--- src/rtl/ctrl_pipe_pkg.sv ---
// Shared constants and per-stage control bundles for the ID->EX->MEM->WB control pipe.
// Destination indices are carried beside these bundles because their width is a module parameter.
package ctrl_pipe_pkg;

    localparam logic [1:0] REG_DST_RT  = 2'b00;
    localparam logic [1:0] REG_DST_RD  = 2'b01;
    localparam logic [1:0] REG_DST_RA  = 2'b10;
    localparam logic [1:0] REG_DST_RT2 = 2'b11;

    localparam logic [1:0] MEMTOREG_ALU = 2'b00;
    localparam logic [1:0] MEMTOREG_MEM = 2'b01;
    localparam logic [1:0] MEMTOREG_PC4 = 2'b10;

    localparam logic [2:0] ALU_AND = 3'b000;
    localparam logic [2:0] ALU_OR  = 3'b001;
    localparam logic [2:0] ALU_ADD = 3'b010;
    localparam logic [2:0] ALU_SUB = 3'b110;
    localparam logic [2:0] ALU_SLT = 3'b111;

    typedef struct packed {
        logic       reg_write;
        logic       alu_src;
        logic       mem_read;
        logic       mem_write;
        logic [1:0] mem_to_reg;
        logic [2:0] operation;
    } ex_ctrl_t;

    typedef struct packed {
        logic       reg_write;
        logic       mem_read;
        logic       mem_write;
        logic [1:0] mem_to_reg;
    } mem_ctrl_t;

    typedef struct packed {
        logic       reg_write;
        logic [1:0] mem_to_reg;
    } wb_ctrl_t;

    // Later stages only keep the fields they still act on.
    function automatic mem_ctrl_t ex_to_mem(input ex_ctrl_t c);
        mem_ctrl_t m;
        m.reg_write  = c.reg_write;
        m.mem_read   = c.mem_read;
        m.mem_write  = c.mem_write;
        m.mem_to_reg = c.mem_to_reg;
        return m;
    endfunction

    function automatic wb_ctrl_t mem_to_wb(input mem_ctrl_t c);
        wb_ctrl_t w;
        w.reg_write  = c.reg_write;
        w.mem_to_reg = c.mem_to_reg;
        return w;
    endfunction

endpackage

--- src/rtl/ctrl_pipe_stage_hazard_detect.sv ---
// Combinational load-use and branch-operand hazard detector (module ctrl_hazard_detect).
// Register 0 never creates a dependence; id_flush suppresses the stall.
module ctrl_hazard_detect #(
    parameter int REG_AW = 5
) (
    input  logic [REG_AW-1:0] id_rs,
    input  logic [REG_AW-1:0] id_rt,
    input  logic              id_is_branch,
    input  logic              id_flush,
    input  logic              ex_mem_read,
    input  logic              ex_reg_write,
    input  logic [REG_AW-1:0] ex_dest,
    input  logic              mem_mem_read,
    input  logic [REG_AW-1:0] mem_dest,
    output logic              stall
);

    logic ex_match;
    logic mem_match;
    logic load_use;
    logic br_ex;
    logic br_mem;

    // Both source fields are compared even for formats that only read rs.
    assign ex_match  = (ex_dest != '0)  && ((ex_dest == id_rs)  || (ex_dest == id_rt));
    assign mem_match = (mem_dest != '0) && ((mem_dest == id_rs) || (mem_dest == id_rt));

    assign load_use = ex_mem_read && ex_match;
    assign br_ex    = id_is_branch && ex_reg_write && ex_match;
    assign br_mem   = id_is_branch && mem_mem_read && mem_match;

    assign stall = (load_use || br_ex || br_mem) && !id_flush;

endmodule

--- src/rtl/ctrl_pipe_stage.sv ---
// ID-stage control receiver: resolves dest, detects hazards and carries controls through EX/MEM/WB.
// Optional build macro CTRL_PIPE_PERF_EN adds stall_cnt / bubble_cnt performance counters.
module ctrl_pipe_stage
    import ctrl_pipe_pkg::*;
#(
    parameter int REG_AW = 5,
    parameter int RA_IDX = 31,
    parameter int CNT_W  = 32
) (
    input  logic              clk,
    input  logic              rst,
    input  logic [1:0]        id_reg_dst,
    input  logic [1:0]        id_mem_to_reg,
    input  logic              id_reg_write,
    input  logic              id_alu_src,
    input  logic              id_mem_read,
    input  logic              id_mem_write,
    input  logic [2:0]        id_operation,
    input  logic              id_is_branch,
    input  logic              id_flush,
    input  logic [REG_AW-1:0] id_rs,
    input  logic [REG_AW-1:0] id_rt,
    input  logic [REG_AW-1:0] id_rd,
    output logic              stall,
    output logic              ex_alu_src,
    output logic              ex_mem_read,
    output logic              ex_mem_write,
    output logic              ex_reg_write,
    output logic [2:0]        ex_operation,
    output logic [1:0]        ex_mem_to_reg,
    output logic [REG_AW-1:0] ex_dest,
    output logic              mem_mem_read,
    output logic              mem_mem_write,
    output logic              mem_reg_write,
    output logic [1:0]        mem_mem_to_reg,
    output logic [REG_AW-1:0] mem_dest,
    output logic              wb_reg_write,
    output logic [1:0]        wb_mem_to_reg,
`ifdef CTRL_PIPE_PERF_EN
    output logic [CNT_W-1:0]  stall_cnt,
    output logic [CNT_W-1:0]  bubble_cnt,
`endif
    output logic [REG_AW-1:0] wb_dest
);

    ex_ctrl_t          id_ctrl;
    logic [REG_AW-1:0] id_dest;
    logic              hz_stall;
    logic              bubble;

    ex_ctrl_t          ex_ctrl_q, ex_ctrl_d;
    logic [REG_AW-1:0] ex_dest_q, ex_dest_d;
    mem_ctrl_t         mem_ctrl_q;
    logic [REG_AW-1:0] mem_dest_q;
    wb_ctrl_t          wb_ctrl_q;
    logic [REG_AW-1:0] wb_dest_q;

    always_comb begin
        id_ctrl.reg_write  = id_reg_write;
        id_ctrl.alu_src    = id_alu_src;
        id_ctrl.mem_read   = id_mem_read;
        id_ctrl.mem_write  = id_mem_write;
        id_ctrl.mem_to_reg = id_mem_to_reg;
        id_ctrl.operation  = id_operation;
    end

    always_comb begin
        id_dest = id_rt;
        case (id_reg_dst)
            REG_DST_RD:  id_dest = id_rd;
            REG_DST_RA:  id_dest = REG_AW'(RA_IDX);
            REG_DST_RT2: id_dest = id_rt;
            default:     id_dest = id_rt;
        endcase
    end

    ctrl_hazard_detect #(
        .REG_AW (REG_AW)
    ) u_hazard (
        .id_rs        (id_rs),
        .id_rt        (id_rt),
        .id_is_branch (id_is_branch),
        .id_flush     (id_flush),
        .ex_mem_read  (ex_ctrl_q.mem_read),
        .ex_reg_write (ex_ctrl_q.reg_write),
        .ex_dest      (ex_dest_q),
        .mem_mem_read (mem_ctrl_q.mem_read),
        .mem_dest     (mem_dest_q),
        .stall        (hz_stall)
    );

    // Registered state is being cleared during reset, so no stall is raised then.
    assign stall  = hz_stall && !rst;
    assign bubble = stall || id_flush;

    always_comb begin
        ex_ctrl_d = id_ctrl;
        ex_dest_d = id_dest;
        if (bubble) begin
            ex_ctrl_d = '0;
            ex_dest_d = '0;
        end
    end

    always_ff @(posedge clk) begin
        if (rst) begin
            ex_ctrl_q  <= '0;
            ex_dest_q  <= '0;
            mem_ctrl_q <= '0;
            mem_dest_q <= '0;
            wb_ctrl_q  <= '0;
            wb_dest_q  <= '0;
        end else begin
            ex_ctrl_q  <= ex_ctrl_d;
            ex_dest_q  <= ex_dest_d;
            mem_ctrl_q <= ex_to_mem(ex_ctrl_q);
            mem_dest_q <= ex_dest_q;
            wb_ctrl_q  <= mem_to_wb(mem_ctrl_q);
            wb_dest_q  <= mem_dest_q;
        end
    end

    assign ex_alu_src     = ex_ctrl_q.alu_src;
    assign ex_mem_read    = ex_ctrl_q.mem_read;
    assign ex_mem_write   = ex_ctrl_q.mem_write;
    assign ex_reg_write   = ex_ctrl_q.reg_write;
    assign ex_operation   = ex_ctrl_q.operation;
    assign ex_mem_to_reg  = ex_ctrl_q.mem_to_reg;
    assign ex_dest        = ex_dest_q;
    assign mem_mem_read   = mem_ctrl_q.mem_read;
    assign mem_mem_write  = mem_ctrl_q.mem_write;
    assign mem_reg_write  = mem_ctrl_q.reg_write;
    assign mem_mem_to_reg = mem_ctrl_q.mem_to_reg;
    assign mem_dest       = mem_dest_q;
    assign wb_reg_write   = wb_ctrl_q.reg_write;
    assign wb_mem_to_reg  = wb_ctrl_q.mem_to_reg;
    assign wb_dest        = wb_dest_q;

`ifdef CTRL_PIPE_PERF_EN
    logic [CNT_W-1:0] stall_cnt_q, stall_cnt_d;
    logic [CNT_W-1:0] bubble_cnt_q, bubble_cnt_d;

    always_comb begin
        stall_cnt_d  = stall_cnt_q + CNT_W'(stall);
        bubble_cnt_d = bubble_cnt_q + CNT_W'(bubble);
    end

    always_ff @(posedge clk) begin
        if (rst) begin
            stall_cnt_q  <= '0;
            bubble_cnt_q <= '0;
        end else begin
            stall_cnt_q  <= stall_cnt_d;
            bubble_cnt_q <= bubble_cnt_d;
        end
    end

    assign stall_cnt  = stall_cnt_q;
    assign bubble_cnt = bubble_cnt_q;
`endif

endmodule

--- config.mk ---
export PLATFORM = sky130hd
export DESIGN_NAME = ctrl_pipe_stage
export DESIGN_NICKNAME = d
export VERILOG_FILES = /design/src/rtl/ctrl_pipe_pkg.sv /design/src/rtl/ctrl_pipe_stage_hazard_detect.sv /design/src/rtl/ctrl_pipe_stage.sv
export SDC_FILE = /design/constraint.sdc
export NUM_CORES = 1
export LEC_CHECK = 0
export ABC_AREA = 0
export CORE_UTILIZATION = 55
export CTS_CLUSTER_DIAMETER = 200
export DETAILED_ROUTE_END_ITERATION = 16
export DONT_BUFFER_PORTS = 1
export HOLD_SLACK_MARGIN = 0.12
export PLACE_DENSITY = 0.69
export SYNTH_ARGS = -nofsm -noshare
export SYNTH_HDL_FRONTEND = slang
export SYNTH_SLANG_ARGS = --single-unit
--- constraint.sdc ---
create_clock -name clk -period 2.1 [get_ports clk]
set_input_delay 0.42 -clock clk [delete_from_list [all_inputs] [get_ports clk]]
set_output_delay 0.42 -clock clk [all_outputs]
set_load 0.1 [all_outputs]
# Word level (Yosys, flattened, before mapping)
# Cells that the tools add are included.
[op_classes]
reduce_logical = 19
n_eq_ne = 6
n_mux = 1
[ops]
columns = ["op", "n"]
rows = [
  ["$eq A5 B5 Y1", 4],
  ["$pmux W5 S2", 1],
  ["$reduce_bool A5 Y1", 2],
  ["$logic_and A1 B1 Y1", 9],
  ["$logic_or A1 B1 Y1", 5],
  ["$eq A2 B1 Y1 const B", 1],
  ["$eq A2 B2 Y1 const B", 1],
  ["$logic_not A1 Y1", 2],
  ["$reduce_or A2 Y1", 1],
]
[totals]
in_bits = 30
out_inout_bits = 33
word_cells = 41
ff_bits = 32

# Longest topological paths before layout
# Gate-level depths: netlist of the first run.
[logic_depth]
word_depth = 10
ltp_mapped = 6
mapped_depth_nobuf = 5

# By module
# From an unflattened synthesis of the first run, not the netlist that was laid out.
[unflattened]
cells_unflattened = 123
area_unflattened_um2 = 1255.0
[by_module_without_submodules]
columns = ["mod", "cells_per_inst", "seq_area_each_um2", "area_per_inst_um2", "instances"]
rows = [
  ["ctrl_pipe_stage", 84, 640.6, 982.2, 1],
  ["ctrl_hazard_detect", 39, 0.0, 272.8, 1],
]

# Least setup slack after synthesis of the first run
# No wires, ideal clock.
[synth_path]
kind = "reg2out"
startpoint = "reg ex_dest_q[4] (netlist: ex_dest[4])"
endpoint = "out stall"
setup_slack_ns = -2.147
stages_incl_launch_ff = 7
t_arrival_ns = 3.827
path_cell_list = "dfxtp_1 xnor2_1 nand3_1 o22ai_1 a22oi_4 buf_6 nor3_1"
[synth_between]
elab_chain_len = 8
word_cells_on_any_way = 11
classes_between = "eq/ne (2); reduce/logical (9)"
[synth_lines]
columns = ["item", "line_no", "rtl"]
rows = [
  ["start, declared", "ctrl_pipe_stage.sv:52", "logic [REG_AW-1:0] ex_dest_q, ex_dest_d;"],
  ["start signal, assigned", "ctrl_pipe_stage.sv:115", "ex_dest_q <= ex_dest_d;"],
  ["$eq A5 B5 Y1", "ctrl_pipe_stage_hazard_detect.sv:25", "assign ex_match = (ex_dest != '0) && ((ex_dest == id_rs) || (ex_dest == id_rt));"],
  ["$logic_or A1 B1 Y1", "ctrl_pipe_stage_hazard_detect.sv:25", ""],
  ["$logic_and A1 B1 Y1 *", "ctrl_pipe_stage_hazard_detect.sv:25", ""],
  ["$logic_and A1 B1 Y1 (on tied branches)", "ctrl_pipe_stage_hazard_detect.sv:28, ctrl_pipe_stage_hazard_detect.sv:29", ""],
  ["$logic_or A1 B1 Y1 * (2 in series)", "ctrl_pipe_stage_hazard_detect.sv:32", "assign stall = (load_use || br_ex || br_mem) && !id_flush;"],
  ["$logic_and A1 B1 Y1 *", "ctrl_pipe_stage_hazard_detect.sv:32", ""],
  ["$logic_and A1 B1 Y1 *", "ctrl_pipe_stage.sv:93", "assign stall = hz_stall && !rst;"],
  ["end, declared", "ctrl_pipe_stage.sv:24", "output logic stall,"],
]
# Mark *: on every way between the ends. The rest lies on a longest branch, timed or not.

# Worst setup path in the final report of the first run
[layout_path]
startpoint = "reg mem_dest_q[1] (netlist: mem_dest[1])"
endpoint = "out stall"
[layout_between]
elab_chain_len = 7
word_cells_on_any_way = 9
classes_between = "eq/ne (2); reduce/logical (7)"
[layout_lines]
columns = ["item", "line_no", "rtl"]
rows = [
  ["start, declared", "ctrl_pipe_stage.sv:54", "logic [REG_AW-1:0] mem_dest_q;"],
  ["start signal, assigned", "ctrl_pipe_stage.sv:117", "mem_dest_q <= ex_dest_q;"],
  ["$eq A5 B5 Y1", "ctrl_pipe_stage_hazard_detect.sv:26", "assign mem_match = (mem_dest != '0) && ((mem_dest == id_rs) || (mem_dest == id_rt));"],
  ["$logic_or A1 B1 Y1", "ctrl_pipe_stage_hazard_detect.sv:26", ""],
  ["$logic_and A1 B1 Y1 *", "ctrl_pipe_stage_hazard_detect.sv:26", ""],
  ["$logic_and A1 B1 Y1 *", "ctrl_pipe_stage_hazard_detect.sv:30", "assign br_mem = id_is_branch && mem_mem_read && mem_match;"],
  ["$logic_or A1 B1 Y1 *", "ctrl_pipe_stage_hazard_detect.sv:32", ""],
  ["$logic_and A1 B1 Y1 *", "ctrl_pipe_stage_hazard_detect.sv:32", ""],
  ["$logic_and A1 B1 Y1 *", "ctrl_pipe_stage.sv:93", ""],
]
# Marks and branches as above.

==> results.yml, run 1 <==
status:
  status: "complete, but fails checks"
  violations: "negative setup slack"
timing:
  final.min_clock_period_ns: 2.206
  slew_headroom_pct: 58.74
  timing.final.crit_share_pct: 105.1
  report.final.slew_viol_count: 0
  fin_ws_ns: -0.1062
  finalSetupViolations: 1
  max_freq_ghz: 0.4533
  rsz0062_at_grt: "true"
  tightestPinTransition_ns: 0.6166
  final-hold-violation-count: 0
  tns_ns: -0.1062
  skew_ns: 0.01329
synthesis:
  yosys.area.top_type: "dfxtp_1"
  synth_warnings: 0
  syn_avg_cell_area_um2: 9.891
  ys_ff_latch: 32
  synth-seq-area-share_pct: 51.00
  syn-cell-area_mm2: 0.001256
  synth_top_cell_area_share_pct: 51.00
  yosysUniqueCellTypes: 19
  synthTopCellsByArea: "dfxtp_1, xnor2_1, nor2b_1"
  syn_nets: 159
  syn_inst: 127
final_layout:
  fin_cells: 195
  mostFrequentLayoutCell: "buf_4"
  area_growth_syn_to_layout_pct: 34.86
  fin_area_mm2: 0.001694
  layout_common_cells: "buf_4, xnor2_1, dfxtp_1"
  final_nets: 199
  drive_above_1_share_pct: 36.31
  diodes: 0
worst_setup_path:
  r2r-start: "mem_dest[1]"
  crit_required_ns: 1.68
  r2r_cells: 6
  r2r_slack_ns: 0.33
  end_kind: "output port"
  arrival_ns: 1.79
  startpoint_type: "flop"
  r2r-end: "ex_dest[0]"
  worstPathMaxFanout: 2
  crit_type: "reg2out"
worst_hold_path:
  hold_end: "mem_mem_write"
  min-delay-start: "rst"
  hold_path_depth: 1
  hold_path_class: "in2reg"
route:
  routedWlPerCell_um: 14.21
  avgViaCountPerCell: 5.328
  ant_nets: 0
  vias: 1039
  wl_mm: 2.771
  drtIter0Drc: 12
  drc: 0
  first_pass_iters: 3
power:
  ir_drop_mv: 0.7065
  power_density_mw_per_mm2: 749.5
  leakagePower_nw: 0.7801
clock_tree:
  clkSinkCount: 32
  htreeDepth: 2
  cts.repair.resized: 0
  cts_tree: "done"
  cts_root_buf: "clkbuf_4"
  cts_buffers: 5
  clkLatencyLatePin_ns: 0.33
  clk_transition_reported_paths_ns: 0.10
  clockBufferDepth: 2
grt:
  grt_pass1_vias: 1072
  overflow: 0
  grt_max_degree: 21
  use_met2_pct: 43.69
  grt_pass1_wl_mm: 4.422
  antenna_found_initial: 0
  grtUsageMet1_pct: 22.59
  grt_usage_pct: 24.97
  grt_use_met3_pct: 14.20
  busiest_layer: "met2"
die:
  pin_count: 63
  initial_core_util_pct: 60.92
  die_x_um: 49.79
  row_count: 16
  core_mm2: 0.002062
  die_y_um: 49.79
  dieArea_mm2: 0.002479
placed_design:
  place_congestion: 0.8756
  dp.cells: 183
  place_area_mm2: 0.001599
  post-dp-hpwl_mm: 2.044
  io_buffer_count: 0
job:
  cap_violations: 0
## metrics by stage
| step | power, mW | utilization, % | setup slack [ns] | hold WS, ns |
|---|---|---|---|---|
| finish | 1.270 | 82.16 | -0.1062 | 0.1526 |
| global route | 1.315 | 82.16 | -0.1698 | 0.1413 |
| CTS | 1.280 | 81.67 | -0.1542 | 0.1210 |
| detailed placement | 0.9217 | 77.55 | 0.1878 | 0.4867 |
| global placement | 0.9162 | 77.55 | 0.1993 | 0.4842 |
| floorplan | 0.8794 | - | -0.3342 | 0.5651 |
## logic make-up (layout without fill, tap and decap cells)
group                    Yosys count  in the layout  synth area share [%]
AND/OR/NAND/NOR                   50             50                 22.11
adder cells (fa/ha/maj)            2              2                 1.992
buffers and inverters              7             48                 2.689
flip-flops                        32             32                 51.00
XOR/XNOR                          20             20                 13.94
AO/OA/AOI/OAI                     16             16                 8.266
## critical path, stage by stage, from the launching register on
cell and delay (ns):
dfxtp_4 0.35, or3_1 0.37, o311a_1 0.33, a22oi_4 0.19
nor3_4 0.06, buf_12 0.16
## routing by layer
metal	share of wire (%)	vias to the layer above
met1	36	482
met2	53	48
met3	9.1	8
li1	-	501
met5	0	-
met4	1.7	0
## cell type report
| class | count | area (um2) |
|---|---|---|
| sequential | 32 | 684.4 |
| inverter | 2 | 7.507 |
| tap | 27 | 33.78 |
| clock buffer | 7 | 55.05 |
| multi-input combinational | 88 | 605.6 |
| timing repair buffer | 38 | 300.3 |
| fill | 129 | 367.9 |
| clock inverter | 1 | 7.507 |
## where the power goes
part / total, mW / switching [mW] / leakage (nW) / internal, mW
Combinational: 0.280 / 0.201 / 0.479 / 0.0789
Sequential: 0.634 / 0.0153 / 0.270 / 0.619
Clock: 0.355 / 0.192 / 0.0315 / 0.164
Total: 1.27 / 0.408 / 0.780 / 0.862
## synth_stat cells
master    number
dfxtp_1       32
and3_1        14
o311a_1        1
a22oi_4        1
buf_6          1
clkbuf_1       3
xnor2_1       20
o21ai_0        5
o22ai_1        2
nor3_1         2
nor2b_1       18
ha_1           2
a21oi_1        7
inv_1          2
nor2_1         2
nand3_1        4
nand2_1        9
or3_1          1
buf_1          1
## worst max path at each step
stage | startpoint | end | slack, ns | depth (start not counted)
2_1_floorplan | ex_dest[4] | stall | -0.33 | 6
3_3_place_gp | mem_dest[1] | stall | 0.20 | 5
3_5_place_dp | mem_dest[1] | stall | 0.19 | 5
4_1_cts | mem_dest[0] | stall | -0.15 | 5
5_1_grt | mem_dest[1] | stall | -0.17 | 5
6_report | mem_dest[1] | stall | -0.11 | 5
## what timing repair did
| item | in CTS | in global routing |
|---|---|---|
| setup endpoints to repair | 1 | 1 |
| setup buffers | 3 | 0 |
| pin swaps | 4 | 3 |
| hold buffers | 0 | 1 |
| endpoints found under the hold margin | 0 | 6 |
No activity file was read; power rests on OpenSTA's default activity.
==> inputs of run 2 (changes only) <==
Settings changed: CORE_MARGIN set to 1.5.
Clock period 2.1 ns to 2.4 ns, I/O delays scaled along.
==> run 2 against run 1 <==
  * The run now ends clean
  * Largest power group unchanged
  * Die area grew 4.1%
  * Critical endpoint unchanged
  * Clock power shrank 4%
  * Non-clock buffer count fell by 4
  * Via count decreased by 5.8%
  * Largest cell class unchanged
  * Total power decreased by 11%
==> results.yml, run 2 (same netlist as run 1, synthesis figures left out) <==
status:
  status: "finished, final reports clean"
worst_setup_path:
  crit_slowest_cell: "or3_1"
  crit_required_ns: 1.92
  startpoint_type: "flop"
  arrival_ns: 1.86
  crit_type: "reg2out"
  end_kind: "output port"
  cp_cell_sequence: "or3_1, o311a_1, a22oi_4, nor3_4, buf_12"
  critical_path.max_stage_delay_ns: 0.40
  worstPathMaxFanout: 5
power:
  power_density_mw_per_mm2: 679.1
  ir_drop_mv: 0.6430
  power.share.sequential_pct: 49.0
  leakagePower_nw: 0.7708
  p_int_mw: 0.7849
  pwr-share-comb_pct: 20.8
  power.switching_mw: 0.3502
  p_sw_share_pct: 30.85
  clkPwrFrac_pct: 30.1
timing:
  tightestPinTransition_ns: 0.5630
  fin_ws_ns: 0.06112
  timing.final.crit_share_pct: 97.45
  rsz0062_at_grt: "false"
  finalSetupViolations: 0
  skew_ns: 0.008662
  tns_ns: 0
  final.min_clock_period_ns: 2.339
  slew_headroom_pct: 62.33
  final-hold-violation-count: 0
  max_freq_ghz: 0.4276
  report.final.slew_viol_count: 0
die:
  core_mm2: 0.002191
  die_y_um: 50.79
  initial_core_util_pct: 57.34
  row_count: 17
  pin_count: 63
  die_x_um: 50.79
  dieArea_mm2: 0.002580
final_layout:
  fin_cells: 192
  multi_input_area_um2: 605.6
  mostFrequentLayoutCell: "buf_4"
  drive_above_1_share_pct: 35.37
  regArea_um2: 684.4
  fillers: 156
  area_growth_syn_to_layout_pct: 33.07
  diodes: 0
  layout_common_cells: "buf_4, xnor2_1, dfxtp_1"
  final_nets: 195
route:
  vias: 979
  ant_nets: 0
  drc: 0
  first_pass_iters: 4
  avgViaCountPerCell: 5.099
  wl_mm: 2.498
  drtIter0Drc: 14
  routedWlPerCell_um: 13.01
clock_tree:
  cts_root_buf: "clkbuf_4"
  cts_buffers: 5
  cts.repair.resized: 0
  clkSinkCount: 32
  clkLatencyLatePin_ns: 0.31
  cts_tree: "done"
  clk_transition_reported_paths_ns: 0.09
  post-cts-setup-buffer-count: 0
  hold_buffers: 0
  clockBufferDepth: 2
  htreeDepth: 2
grt:
  grt_pass1_vias: 964
  antenna_found_initial: 0
  overflow: 0
  grt_max_degree: 21
  grt_usage_pct: 21.84
  grt_pass1_wl_mm: 4.140
placed_design:
  post-dp-hpwl_mm: 1.982
  dpl_worst_slack_ns: 0.4098
  dp.cells: 184
  place_congestion: 0.8461
  io_buffer_count: 0
job:
  cap_violations: 0
worst_hold_path:
  hold_path_class: "in2reg"
run 2: final timing paths:
path / from / end / slack, ns / cells past startpoint
setup reg to reg: mem_dest[1] / ex_mem_to_reg[0] / 0.67 / 5
hold reg to reg: ex_mem_write / mem_mem_write / 0.47 / 1
setup / recovery: mem_dest[1] / stall / 0.06 / 5
hold / removal: rst / mem_dest[4] / 0.21 / 1
run 2: power groups by stage:
stage	registers, mW	logic [mW]	clock network, mW
after floorplan	0.696	0.0739	0
after global placement	0.568	0.234	0
after detailed placement	0.569	0.237	0
after CTS	0.557	0.237	0.351
after global routing	0.559	0.251	0.377
final	0.557	0.236	0.342
run 2: area by class of cell:
class / instances / area share [%]
timing repair buffer: 34 / 16.02
inverter: 2 / 0.4491
sequential: 32 / 40.94
tap: 28 / 2.096
multi-input combinational: 88 / 36.23
clock inverter: 1 / 0.2994
clock buffer: 7 / 3.967
run 2: metal layers:
metal | track usage [%] | part of all wire [%] | up-vias
met5 | 0 | 0 | -
met1 | 23.26 | 38 | 437
met2 | 36.62 | 51 | 42
li1 | - | - | 494
met4 | 12.61 | 1.9 | 0
met3 | 8.333 | 8.9 | 6
run 2: metrics by stage:
stage	utilization [%]	cell area (um2)	hold slack [ns]	total power, mW
CTS	76.30	1672	0.2008	1.145
finish	76.30	1672	0.2137	1.135
global route	76.30	1672	0.1870	1.187
global placement	73.04	1600	0.4448	0.8023
floorplan	-	1324	0.6251	0.7694
detailed placement	73.04	1600	0.4551	0.8060
run 2: critical path: cells and delay by family, from the launching register on:
family / cells / cell delay (ns)
AOI/OAI and AO/OA: 2 / 0.54
DFF: 1 / 0.37
buffers and inverters: 1 / 0.17
and+or+nand+nor: 2 / 0.47
